File: src/rtl/render_pkg.sv
// Shared render package: FSM state encoding and pixel packing width used by
// the dispatcher, the raymarcher and the renderer.
package render_pkg;

    // Frame dispatch states
    typedef enum logic [1:0] {
        IDLE  = 2'd0,
        ISSUE = 2'd1,
        DRAIN = 2'd2,
        DONE  = 2'd3
    } render_state_t;

    // Packed {R,G,B}, 8 bits per channel
    localparam int RGB_W = 24;

endpackage

File: src/rtl/raster_counter.sv
// Raster-order x/y counter: x runs 0..WIDTH-1, then y steps; wraps to (0,0)
// after the last pixel. last_out flags the final coordinate of the frame.
module raster_counter #(
    parameter int WIDTH  = 1280,
    parameter int HEIGHT = 720
) (
    input  logic                      clk_pixel_in,
    input  logic                      rst_in,
    input  logic                      clear_in,
    input  logic                      en_in,
    output logic [$clog2(WIDTH)-1:0]  x_out,
    output logic [$clog2(HEIGHT)-1:0] y_out,
    output logic                      last_out
);

    localparam int XW = $clog2(WIDTH);
    localparam int YW = $clog2(HEIGHT);
    localparam logic [XW-1:0] X_LAST = XW'(WIDTH - 1);
    localparam logic [YW-1:0] Y_LAST = YW'(HEIGHT - 1);

    logic [XW-1:0] x_reg;
    logic [YW-1:0] y_reg;
    logic          x_wrap;

    assign x_wrap   = (x_reg == X_LAST);
    assign last_out = x_wrap && (y_reg == Y_LAST);
    assign x_out    = x_reg;
    assign y_out    = y_reg;

    // Step one pixel per enable; clear restarts the raster at (0,0)
    always_ff @(posedge clk_pixel_in) begin
        if (rst_in || clear_in) begin
            x_reg <= '0;
            y_reg <= '0;
        end else if (en_in) begin
            if (x_wrap) begin
                x_reg <= '0;
                y_reg <= last_out ? '0 : y_reg + 1'b1;
            end else begin
                x_reg <= x_reg + 1'b1;
            end
        end
    end

endmodule

File: src/rtl/pixel_dispatcher.sv
// Pixel dispatcher: issues raster-order coordinate requests to the raymarcher
// with a bounded number outstanding, and writes the in-order results to the
// frame buffer with a running address counter.
module pixel_dispatcher
    import render_pkg::*;
#(
    parameter int WIDTH        = 1280,
    parameter int HEIGHT       = 720,
    parameter int MAX_INFLIGHT = 4
) (
    input  logic                             clk_pixel_in,
    input  logic                             rst_in,
    input  logic                             start_in,
    input  logic                             continuous_in,
    output logic                             req_valid_out,
    input  logic                             req_ready_in,
    output logic [$clog2(WIDTH)-1:0]         req_x_out,
    output logic [$clog2(HEIGHT)-1:0]        req_y_out,
    input  logic                             res_valid_in,
    input  logic [RGB_W-1:0]                 res_rgb_in,
    output logic                             wr_en_out,
    output logic [$clog2(WIDTH*HEIGHT)-1:0]  wr_addr_out,
    output logic [RGB_W-1:0]                 wr_data_out,
    output logic                             busy_out,
    output logic                             frame_done_out,
    output logic [7:0]                       frame_count_out,
    output logic                             err_out
);

    localparam int AW = $clog2(WIDTH * HEIGHT);
    localparam int IW = $clog2(MAX_INFLIGHT + 1);
    localparam logic [AW-1:0] ADDR_LAST    = AW'(WIDTH * HEIGHT - 1);
    localparam logic [IW-1:0] INFLIGHT_MAX = IW'(MAX_INFLIGHT);

    render_state_t  state_reg;
    logic [IW-1:0]  inflight_reg;
    logic [AW-1:0]  wr_cnt_reg;
    logic [AW-1:0]  wr_addr_reg;
    logic [RGB_W-1:0] wr_data_reg;
    logic           wr_en_reg;
    logic           err_reg;
    logic [7:0]     frame_count_reg;

    logic           req_hs;
    logic           res_accept;
    logic           frame_start;
    logic           raster_last;

    // Request valid depends only on registered state, never on ready
    assign req_valid_out = (state_reg == ISSUE) && (inflight_reg < INFLIGHT_MAX);
    assign req_hs        = req_valid_out && req_ready_in;
    // A result with nothing outstanding is a protocol error and is dropped
    assign res_accept    = res_valid_in && (inflight_reg != '0);
    assign frame_start   = (state_reg == IDLE) && (start_in || continuous_in);

    assign busy_out        = (state_reg == ISSUE) || (state_reg == DRAIN);
    assign frame_done_out  = (state_reg == DONE);
    assign frame_count_out = frame_count_reg;
    assign err_out         = err_reg;
    assign wr_en_out       = wr_en_reg;
    assign wr_addr_out     = wr_addr_reg;
    assign wr_data_out     = wr_data_reg;

    raster_counter #(
        .WIDTH  (WIDTH),
        .HEIGHT (HEIGHT)
    ) u_raster (
        .clk_pixel_in (clk_pixel_in),
        .rst_in       (rst_in),
        .clear_in     (frame_start),
        .en_in        (req_hs),
        .x_out        (req_x_out),
        .y_out        (req_y_out),
        .last_out     (raster_last)
    );

    // Frame sequencing; the frame counter steps as DONE is entered
    always_ff @(posedge clk_pixel_in) begin
        if (rst_in) begin
            state_reg       <= IDLE;
            frame_count_reg <= '0;
        end else begin
            case (state_reg)
                IDLE: begin
                    if (frame_start) state_reg <= ISSUE;
                end
                ISSUE: begin
                    if (req_hs && raster_last) state_reg <= DRAIN;
                end
                DRAIN: begin
                    if (res_accept && (wr_cnt_reg == ADDR_LAST)) begin
                        state_reg       <= DONE;
                        frame_count_reg <= frame_count_reg + 8'd1;
                    end
                end
                DONE: begin
                    state_reg <= IDLE;
                end
                default: state_reg <= IDLE;
            endcase
        end
    end

    // Outstanding-request count: up on issue, down on result, hold on both
    always_ff @(posedge clk_pixel_in) begin
        if (rst_in) begin
            inflight_reg <= '0;
        end else begin
            case ({req_hs, res_accept})
                2'b10:   inflight_reg <= inflight_reg + 1'b1;
                2'b01:   inflight_reg <= inflight_reg - 1'b1;
                default: inflight_reg <= inflight_reg;
            endcase
        end
    end

    // Registered frame-buffer write; address is a running count since
    // results return in raster order
    always_ff @(posedge clk_pixel_in) begin
        if (rst_in) begin
            wr_en_reg   <= 1'b0;
            wr_addr_reg <= '0;
            wr_data_reg <= '0;
            wr_cnt_reg  <= '0;
        end else begin
            wr_en_reg <= res_accept;
            if (res_accept) begin
                wr_addr_reg <= wr_cnt_reg;
                wr_data_reg <= res_rgb_in;
                wr_cnt_reg  <= wr_cnt_reg + 1'b1;
            end else if (frame_start) begin
                wr_cnt_reg  <= '0;
            end
        end
    end

    // Sticky error on an unexpected result
    always_ff @(posedge clk_pixel_in) begin
        if (rst_in) begin
            err_reg <= 1'b0;
        end else if (res_valid_in && (inflight_reg == '0)) begin
            err_reg <= 1'b1;
        end
    end

endmodule

File: config.mk
export PLATFORM = sky130hd
export DESIGN_NAME = pixel_dispatcher
export DESIGN_NICKNAME = d
export VERILOG_FILES = /design/src/rtl/render_pkg.sv /design/src/rtl/raster_counter.sv /design/src/rtl/pixel_dispatcher.sv
export SDC_FILE = /design/constraint.sdc
export NUM_CORES = 1
export LEC_CHECK = 0
export BUFFER_PORTS_ARGS = -buffer_cell sky130_fd_sc_hd__buf_4
export CAP_MARGIN = 20
export CORE_ASPECT_RATIO = 0.9
export CORE_UTILIZATION = 53
export CTS_CLUSTER_DIAMETER = 40
export DETAILED_ROUTE_END_ITERATION = 10
export PLACE_DENSITY = 0.81
export RECOVER_POWER = 100
export REMOVE_ABC_BUFFERS = 1
export SKIP_LAST_GASP = 1
export SYNTH_ARGS = -nofsm -noshare
export SYNTH_HDL_FRONTEND = slang
export SYNTH_SLANG_ARGS = --single-unit
File: constraint.sdc
create_clock -name clk_pixel_in -period 2.9 [get_ports clk_pixel_in]
set_input_delay 0.435 -clock clk_pixel_in [delete_from_list [all_inputs] [get_ports clk_pixel_in]]
set_output_delay 0.435 -clock clk_pixel_in [all_outputs]
set_load 0.005 [all_outputs]
==> reports/metrics.cfg, run 1 <==
[clock_tree]
clk_pin_slew_worst_paths_ns = 0.10
clockBufferDepth = 2
cts_sinks = 100
post_cts_resized = 0
clk_latency_ns = 0.37
cts-root-buf = clkbuf_8
cts_buffers = 9
cts.hold.buffers_added = 0
post_cts.repair.setup_buffers = 0
h-tree-depth = 3
tritoncts = done

[detailed_routing]
drc = 0
antenna_left = 0
via_count = 3919
viasPerCell = 5.46
routedWlPerCell_um = 13.4
first_iter_violations = 182
drt_wl_total_mm = 9.63
first_pass_iters = 5

[synthesis]
synth_fa_ha_area_share_pct = 3.12
syn_area_per_cell_um2 = 8.20
yosys-top-cells-area = dfxtp_1 47%, nand2_1 11%, a21oi_1 7.8%
synth_compound_area_share_pct = 12.7
ys.flop_type = dfxtp_1
synth_mux_area_share_pct = 2.06
synth_seq_cells = 100
syn_inst = 519
synthArstFlopShare_pct = 0
synthSimpleGateAreaFrac_pct = 27.2
yosysWarnings = 0
synth_edf_count = 0
synth_top_family_by_area = simple AND/OR/NAND/NOR gates
synth_top_area_share_pct = 47.0
synth.distinct_cells = 48
yosys.area.top_type = dfxtp_1
netlist_area_um2 = 4260
yosysSeqAreaShare_pct = 47.0
synthXorXnorAreaFrac_pct = 4.53

[pwr]
internal_power_mw = 2.38
p_comb_share_pct = 22.8
p_leak_nw = 1.99
p_seq_share_pct = 45.0
switching_share_pct = 30.7
vdd_drop_max_mv = 0.473
cellPowerDensity_nw_per_um2 = 646
finalPower_mw = 3.43
p_clk_share_pct = 32.1
power_switching_mw = 1.05

[worst_setup_path]
reg2reg_depth = 10
cp_data_required_time_ns = 3.18
criticalPathCategory = reg -> reg
r2r_start = state_reg[1]
cp_max_fo = 9
r2r_end = inflight_reg[2]
startpoint_type = flip-flop
crit_chain = inv_1 -> ha_1 -> and3b_1 -> inv_1 -> ha_1 -> inv_1 -> fa_1 -> xor2_1 -> or3_1 -> a21oi_1
slowest_stage = dfxtp_1
r2r_slack_ns = 0.44
critical_path_arrival_ns = 2.75
worst_path_largest_cell_delay_ns = 0.38
end_kind = flip-flop
crit_top_cell = inv_1

[floorplan]
dieHeight_um = 87.0
dieArea_um2 = 8390
rows = 30
io_pins = 108
core-area_um2 = 7660
die_x_um = 96.5
start_util_pct = 55.6

[timing]
min_period_over_period_pct = 85.0
relSlewSlack_pct = -10.1
timing.setup.tns_ns = 0
skew_ns = 0.0136
setup_viol = 0
worst_slack_ns = 0.435
fmax_ghz = 0.406
tightest_slew_ns = 1.65
hold_viol = 0
period_needed_ns = 2.46
rsz0062_at_grt = no
final_max_slew_viol_count = 40

[global_route]
overflow = 0
grt.busiest_layer = met2
grtUsageMet3_pct = 6.72
antenna_found_initial = 0
grt_pass1_wl_mm = 15.7
first_global_vias = 3433
globalRouteMet2Util_pct = 38.1
grt_max_degree = 51
use_met1_pct = 30.9
gr-usage-all-layers_pct = 23.8

[finish]
final_common_cell = nand2_1
instances_no_fill = 718
largest_register_ff_count = 24
finish.instance_area_um2 = 5310
final_nets = 657
drive_gt1_share_pct = 20.4
final_cell_mix = 123 x nand2_1, 100 x dfxtp_1, 66 x a21oi_1, 66 x clkbuf_4, 47 x nor2_1
fill_cells = 650
num_antenna_cells = 0
area_growth_pct = 24.7

[placement]
routabilityCongestion = 0.798
placed_cells = 702
place_area_um2 = 5130
portBuffers = 107
pre_cts_ws_ns = 0.492
dp_hpwl_mm = 6.79

[hold_path]
hp-start = res_rgb_in[14]
holdPathStages = 3
hold_path_end = wr_data_out[14]
min_path_type = in -> reg

[status]
status = complete, but fails checks
violations = max-capacitance violations, max-slew violations

[job]
timing.max_cap.violations = 1

-- per-layer routing --
layer / up-vias / part of all wire [%]
met5: - / 0
met4: 0 / 1.5
li1: 1968 / -
met1: 1842 / 45
met2: 96 / 49
met3: 13 / 4.9
-- synth_stat cells, types with 2 or more instances --
master / number
nand2_1: 123
dfxtp_1: 100
a21oi_1: 66
nor2_1: 47
clkbuf_1: 22
xor2_1: 16
nand4_1: 15
o21ai_0: 15
nand3_1: 14
ha_1: 9
inv_1: 7
mux2_2: 6
nor3_1: 6
xnor2_1: 6
or3_1: 5
a31oi_1: 4
and3_1: 4
and4_1: 4
a311oi_1: 3
and2_1: 3
buf_2: 3
nand2b_1: 3
nand4b_1: 3
nor2b_1: 3
o211ai_1: 3
mux2i_1: 2
nand3b_1: 2
nor3b_1: 2
o21a_1: 2
o31ai_1: 2
or2_2: 2
-- power by group through the flow --
| stage | Combinational [mW] | Clock (mW) | Sequential, mW |
|---|---|---|---|
| final | 0.784 | 1.10 | 1.54 |
| after detailed placement | 0.806 | 0 | 1.58 |
| after global routing | 0.877 | 1.18 | 1.56 |
| after global placement | 0.772 | 0 | 1.57 |
| after CTS | 0.812 | 1.12 | 1.55 |
| after floorplan | 0.448 | 0 | 1.57 |
-- cells by family (layout without fill, tap and decap cells) --
group	count (synthesis)	count (layout)
AND/OR/NAND/NOR	246	246
flip-flops	100	100
AO/OA/AOI/OAI	98	98
buffers and inverters	35	138
XOR/XNOR	22	22
adder cells (fa/ha/maj)	10	10
multiplexers	8	8
-- per-stage QoR --
| step | utilization [%] | hold slack, ns |
|---|---|---|
| 2_1_floorplan | - | 0.445 |
| 3_3_place_gp | 67.0 | 0.444 |
| 3_5_place_dp | 67.0 | 0.451 |
| 4_1_cts | 70.3 | 0.285 |
| 5_1_grt | 69.3 | 0.288 |
| 6_report | 69.3 | 0.302 |
-- area by class of cell --
| cell class | count | area [µm²] | share of cell area (%) |
|---|---|---|---|
| inverter | 8 | 30.0 | 0.566 |
| timing repair buffer | 114 | 791 | 14.9 |
| clock inverter | 6 | 116 | 2.19 |
| multi-input combinational | 384 | 2110 | 39.8 |
| tap | 96 | 120 | 2.26 |
| clock buffer | 10 | 138 | 2.59 |
| sequential | 100 | 2000 | 37.7 |
-- worst max-delay path by stage --
| stage | startpoint | end | slack, ns |
|---|---|---|---|
| 2_1_floorplan | inflight_reg[2] | inflight_reg[2] | -2.50 |
| 3_3_place_gp | state_reg[1] | inflight_reg[2] | 0.59 |
| 3_5_place_dp | state_reg[1] | inflight_reg[2] | 0.49 |
| 4_1_cts | state_reg[1] | inflight_reg[2] | 0.47 |
| 5_1_grt | state_reg[1] | inflight_reg[2] | 0.26 |
| 6_report | state_reg[1] | inflight_reg[2] | 0.44 |
-- worst max-delay path: cells and delay by family, from the launching register on --
kind / cells / cell delay, ns
buffers and inverters: 3 / 0.30
xor gates and xnor gates: 1 / 0.16
and+or+nand+nor: 2 / 0.60
adders and majority gates: 3 / 0.80
AOI/OAI and AO/OA: 1 / 0.14
DFF: 1 / 0.38
(Power assumes the default switching activity.)
==> run 2, diff against run 1 <==
--- a/config.mk
+++ b/config.mk
@@ -8,10 +8,10 @@
 export BUFFER_PORTS_ARGS = -buffer_cell sky130_fd_sc_hd__buf_4
 export CAP_MARGIN = 20
 export CORE_ASPECT_RATIO = 0.9
-export CORE_UTILIZATION = 53
+export CORE_UTILIZATION = 48
 export CTS_CLUSTER_DIAMETER = 40
 export DETAILED_ROUTE_END_ITERATION = 10
-export PLACE_DENSITY = 0.81
+export PLACE_DENSITY = 0.77
 export RECOVER_POWER = 100
 export REMOVE_ABC_BUFFERS = 1
 export SKIP_LAST_GASP = 1
==> constraint.sdc (replaced) <==
create_clock -name clk_pixel_in -period 2.25 [get_ports clk_pixel_in]
set_input_delay 0.3375 -clock clk_pixel_in [delete_from_list [all_inputs] [get_ports clk_pixel_in]]
set_output_delay 0.3375 -clock clk_pixel_in [all_outputs]
set_load 0.005 [all_outputs]
==> run 2 against run 1 <==
Effect of this change: the run now ends clean; setup slack lost 0.33 ns; fmax grew 15%; combinational power grew 40%; clock-buffer cell count shrank 1; global-route usage shrank 1.1 points; sequential share of layout area shrank 0.55 points; sequential cell count is the same; cell count grew 4.6%; clock skew shrank 0.00054 ns; routed wire length grew 3.4%; non-clock buffer count grew 10.
==> reports/metrics.cfg, run 2 (synthesized netlist as in run 1, its figures left out) <==
[status]
status = finished clean

[worst_setup_path]
r2r_slack_ns = 0.10  ; -0.33 ns
slowest_stage = fa_1
critical_path_arrival_ns = 2.45  ; -0.30 ns
startpoint_type = flip-flop
crit_chain = inv_1 -> ha_1 -> and3b_1 -> inv_1 -> ha_2 -> inv_1 -> fa_1 -> xor2_1 -> or3_1 -> a21oi_2
cp_data_required_time_ns = 2.55  ; -0.63 ns
end_kind = flip-flop
worst_path_largest_cell_delay_ns = 0.37  ; about the same
cp_max_fo = 3  ; -6
crit_top_cell = inv_1
criticalPathCategory = reg -> reg

[detailed_routing]
antenna_left = 0  ; unchanged
via_count = 3913  ; -0.15%
drc = 0  ; unchanged
drt_wl_total_mm = 9.96  ; +3.4%
viasPerCell = 5.21  ; -4.5%
first_pass_iters = 4  ; -1
first_iter_violations = 150  ; -18%
routedWlPerCell_um = 13.3  ; -1.1%

[pwr]
cellPowerDensity_nw_per_um2 = 773  ; +20%
vdd_drop_max_mv = 0.511  ; +8.1%
finalPower_mw = 4.17  ; +22%
p_leak_nw = 2.04  ; +2.7%

[global_route]
first_global_vias = 3768  ; +9.8%
overflow = 0  ; unchanged
grt_max_degree = 46  ; -9.8%
antenna_found_initial = 0  ; unchanged
gr-usage-all-layers_pct = 22.8  ; -1.1 points
grt_pass1_wl_mm = 16.9  ; +7.6%

[finish]
num_antenna_cells = 0  ; unchanged
drive_gt1_share_pct = 23.4  ; +3.0 points
largest_register_ff_count = 24  ; unchanged
final_cell_mix = 123 x nand2_1, 99 x dfxtp_1, 65 x a21oi_1, 65 x clkbuf_4, 49 x buf_4
final_nets = 667  ; +1.5%
instances_no_fill = 751  ; +4.6%
area_growth_pct = 26.6
fill_cells = 803  ; +24%
final_common_cell = nand2_1

[timing]
hold_viol = 0  ; unchanged
skew_ns = 0.0130  ; -0.000535 ns
final_max_slew_viol_count = 0  ; -100%
setup_viol = 0  ; unchanged
tightest_slew_ns = 0.513  ; -1.14 ns
period_needed_ns = 2.15  ; -0.320 ns
relSlewSlack_pct = 65.5  ; +76 points
fmax_ghz = 0.466  ; +15%
rsz0062_at_grt = yes
min_period_over_period_pct = 95.3  ; +10 points

[placement]
portBuffers = 107  ; unchanged
routabilityCongestion = 0.793  ; -0.65%
dp_hpwl_mm = 7.18  ; +5.7%
placed_cells = 734  ; +4.6%

[hold_path]
min_path_type = in -> reg

[clock_tree]
clockBufferDepth = 2  ; unchanged
tritoncts = done
cts.hold.buffers_added = 0  ; unchanged
clk_pin_slew_worst_paths_ns = 0.10  ; about the same
cts_sinks = 100  ; unchanged
cts-root-buf = clkbuf_8
cts_buffers = 9  ; unchanged
clk_latency_ns = 0.37  ; about the same
h-tree-depth = 3  ; unchanged

[floorplan]
die_x_um = 101  ; +5.0%
dieHeight_um = 91.3  ; +5.0%
core-area_um2 = 8570  ; +12%
dieArea_um2 = 9250  ; +10%
io_pins = 108  ; unchanged
rows = 32  ; +6.7%
start_util_pct = 49.7  ; -5.9 points

[job]
timing.max_cap.violations = 0  ; -1

==> run 2: critical path: cells and delay by family, from the launching register on <==
family	cells	cell delay, ns
XOR/XNOR	1	0.16
flip-flops	1	0.35
AO/OA/AOI/OAI	1	0.14
AND/OR/NAND/NOR	2	0.51
buffers and inverters	3	0.18
adder cells (fa/ha/maj)	3	0.75
==> run 2: layer usage <==
metal  wire length (µm)  global-route usage (%)  vias to the layer above
li1                   -                       -                     1990
met1               4510                    28.0                     1836
met2               4970                    38.7                       80
met3                404                    5.16                        7
met4                 80                    7.85                        0
met5                  0                       0                        -
==> run 2: worst paths after layout <==
path | from | to | depth (start not counted)
max | state_reg[1] | inflight_reg[2] | 10
min | res_rgb_in[12] | wr_data_out[12] | 3
max reg2reg | state_reg[1] | inflight_reg[2] | 10
min reg2reg | wr_addr_out[11] | wr_addr_out[11] | 2
==> run 2: what timing repair did <==
item	4_1_cts	5_1_grt
buffers inserted	0	1
endpoints found under the setup margin	0	2
resized for setup	0	4
==> run 2: final cells by class <==
type	instances	area (µm²)	share of cell area, %
Inverter	8	30.0	0.557
Tap cell	119	149	2.76
Multi-Input combinational cell	384	2130	39.6
Timing Repair Buffer	124	893	16.6
Sequential cell	100	2000	37.2
Clock inverter	7	57.6	1.07
Clock buffer	9	124	2.30
==> run 2: report_power, final <==
group          switching [mW]  internal [mW]
combinational           0.659          0.446
sequential             0.0866           1.90
clock                   0.658          0.418
==> run 2: through the flow <==
stage / setup WS [ns] / setup TNS (ns) / area [µm²] / hold slack [ns] / utilization, %
5_1_grt: 0.00260 / 0 / 5390 / 0.188 / 62.9
2_1_floorplan: -3.15 / -154.97 / 4140 / 0.407 / -
4_1_cts: 0.0156 / 0 / 5410 / 0.194 / 63.1
3_5_place_dp: 0.0373 / 0 / 5230 / 0.449 / 61.0
6_report: 0.105 / 0 / 5390 / 0.206 / 62.9
3_3_place_gp: 0.140 / 0 / 5230 / 0.444 / 61.0
==> run 3, diff against run 2 <==
--- a/config.mk
+++ b/config.mk
@@ -8,6 +8,7 @@
 export BUFFER_PORTS_ARGS = -buffer_cell sky130_fd_sc_hd__buf_4
 export CAP_MARGIN = 20
 export CORE_ASPECT_RATIO = 0.9
+export CORE_MARGIN = 2
 export CORE_UTILIZATION = 48
 export CTS_CLUSTER_DIAMETER = 40
 export DETAILED_ROUTE_END_ITERATION = 10
==> run 3 against run 2 <==
Effect of this change: first-iteration DRC count up 27%; utilization down 0.51 points; critical endpoint unchanged; global-route usage down 1.7 points; power up 0.23%; largest power group unchanged; setup slack better by 0.032 ns; routed wire length down 1.9%.
==> reports/metrics.cfg, run 3 (synthesized netlist as in run 1, its figures left out) <==
[worst_setup_path]
critical_path_arrival_ns = 2.42  ; -0.03 ns
r2r_start = state_reg[1]
end_kind = flip-flop
setup.worst_path.end = inflight_reg[2]
reg2reg_depth = 10  ; unchanged
startpoint_type = flip-flop
crit_start = state_reg[1]
cp_data_required_time_ns = 2.56  ; about the same
criticalPathCategory = reg -> reg
r2r_slack_ns = 0.14  ; +0.03 ns
r2r_end = inflight_reg[2]
cp_max_fo = 4  ; +1

[hold_path]
min_path_type = in -> reg

[timing]
setup_viol = 0  ; unchanged
final_max_slew_viol_count = 0  ; unchanged
timing.setup.tns_ns = 0  ; unchanged
min_period_over_period_pct = 93.9  ; -1.4 points
relSlewSlack_pct = 66.3  ; +0.83 points
hold_viol = 0  ; unchanged
period_needed_ns = 2.11  ; -0.0324 ns
fmax_ghz = 0.473  ; +1.5%
rsz0062_at_grt = yes
tightest_slew_ns = 0.506  ; -0.00707 ns
skew_ns = 0.0175  ; +0.00448 ns

[global_route]
globalRouteMet2Util_pct = 35.3  ; -3.4 points
grtUsageMet3_pct = 5.23  ; +0.074 points
grt_pass1_wl_mm = 16.4  ; -3.1%
first_global_vias = 3635  ; -3.5%
overflow = 0  ; unchanged
gr-usage-all-layers_pct = 21.1  ; -1.7 points
grt_max_degree = 51  ; +11%
use_met1_pct = 27.0  ; -1.1 points
antenna_found_initial = 0  ; unchanged
grt.busiest_layer = met2

[detailed_routing]
first_iter_violations = 190  ; +27%
drt_wl_total_mm = 9.77  ; -1.9%
via_count = 3908  ; -0.13%
viasPerCell = 5.22  ; +0.14%
antenna_left = 0  ; unchanged
drc = 0  ; unchanged
routedWlPerCell_um = 13.0  ; -1.6%
first_pass_iters = 4  ; unchanged

[floorplan]
io_pins = 108  ; unchanged
core-area_um2 = 8610  ; +0.47%
rows = 32  ; unchanged
dieArea_um2 = 9640  ; +4.2%
dieHeight_um = 93.3  ; +2.2%
start_util_pct = 49.4  ; -0.23 points
die_x_um = 103  ; +2.0%

[pwr]
p_leak_nw = 2.02  ; -1.2%
finalPower_mw = 4.18  ; +0.23%
internal_power_mw = 2.76  ; about the same
p_clk_share_pct = 26.5  ; +0.7 points
cellPowerDensity_nw_per_um2 = 778  ; +0.58%
switching_share_pct = 33.8  ; +0.17 points
p_comb_share_pct = 25.8  ; -0.7 points
vdd_drop_max_mv = 0.607  ; +19%
p_seq_share_pct = 47.7  ; about the same
power_switching_mw = 1.41  ; +0.74%

[job]
timing.max_cap.violations = 0  ; unchanged

[placement]
dp_hpwl_mm = 7.11  ; -0.95%
routabilityCongestion = 0.807  ; +1.9%
portBuffers = 107  ; unchanged

[finish]
final_nets = 665  ; -0.30%
largest_register_ff_count = 24  ; unchanged
drive_gt1_share_pct = 23.2  ; -0.24 points
final_common_cell = nand2_1
fill_cells = 758  ; -5.6%
area_growth_pct = 26.2
final_cell_mix = 123 x nand2_1, 99 x dfxtp_1, 67 x clkbuf_4, 66 x a21oi_1, 47 x nor2_1
num_antenna_cells = 0  ; unchanged

[clock_tree]
cts.hold.buffers_added = 0  ; unchanged
cts_buffers = 9  ; unchanged
clk_latency_ns = 0.37  ; about the same
clk_pin_slew_worst_paths_ns = 0.11  ; about the same
cts-root-buf = clkbuf_8
clockBufferDepth = 2  ; unchanged
tritoncts = done
h-tree-depth = 3  ; unchanged
cts_sinks = 100  ; unchanged

[status]
status = finished clean

-- run 3: changes by cell type in the layout (fill, tap and decap cells not counted), sizes merged --
cell,delta
inv,+2
clkinv,-1
clkbuf,+4
clkinvlp,-1
buf,-6
-- run 3: repair_timing --
item / CTS / global route
pin swaps: 0 / 1
buffers inserted: 1 / 0
endpoints found under the setup margin: 1 / 5
resized for setup: 2 / 2
-- run 3: power by group through the flow --
stage               Combinational [mW]  Clock, mW  Sequential [mW]
finish                            1.08       1.11             1.99
global route                      1.21       1.22             2.01
CTS                               1.10       1.14             1.99
detailed placement                1.07          0             2.04
global placement                  1.03          0             2.03
floorplan                        0.577          0             2.03
-- run 3: worst min path at each step --
stage,slack [ns],startpoint,depth (start not counted),to
2_1_floorplan,0.41,rst_in,1,frame_count_out[3]
3_3_place_gp,0.44,wr_data_out[23],2,wr_data_out[23]
3_5_place_dp,0.45,wr_data_out[17],2,wr_data_out[17]
4_1_cts,0.19,res_rgb_in[0],3,wr_data_out[0]
5_1_grt,0.20,res_rgb_in[16],3,wr_data_out[16]
6_report,0.20,res_rgb_in[10],3,wr_data_out[10]
-- run 3: layout make-up --
type,count,area (µm²),share of cell area (%)
Clock buffer,9,124,2.31
Clock inverter,7,65.1,1.21
Inverter,8,30.0,0.559
Multi-Input combinational cell,384,2130,39.6
Sequential cell,100,2000,37.3
Tap cell,119,149,2.77
Timing Repair Buffer,122,872,16.2
-- run 3: metal layers --
metal | up-vias | share of wire (%)
li1 | 1981 | -
met1 | 1831 | 45
met2 | 82 | 50
met3 | 14 | 3.9
met4 | 0 | 1.6
met5 | - | 0
-- run 3: worst max-delay path: stages (launching register included) --
cell and delay [ns]:
dfxtp_2 0.33, inv_1 0.05, ha_2 0.19, and3b_1 0.19, inv_1 0.09, ha_2 0.20
inv_1 0.06, fa_2 0.34, xor2_1 0.15, or3_1 0.31, a21oi_1 0.14
-- run 3: through the flow --
stage          util, %  hold slack [ns]  worst slack, ns  area (µm²)  cells
2_1_floorplan        -            0.407            -3.15        4140    492
3_3_place_gp      60.5            0.443            0.126        5210    732
3_5_place_dp      60.5            0.448       -0.0000775        5210    732
4_1_cts           62.8            0.186           0.0288        5410    749
5_1_grt           62.4            0.201          -0.0246        5370    749
6_report          62.4            0.199            0.137        5370    749
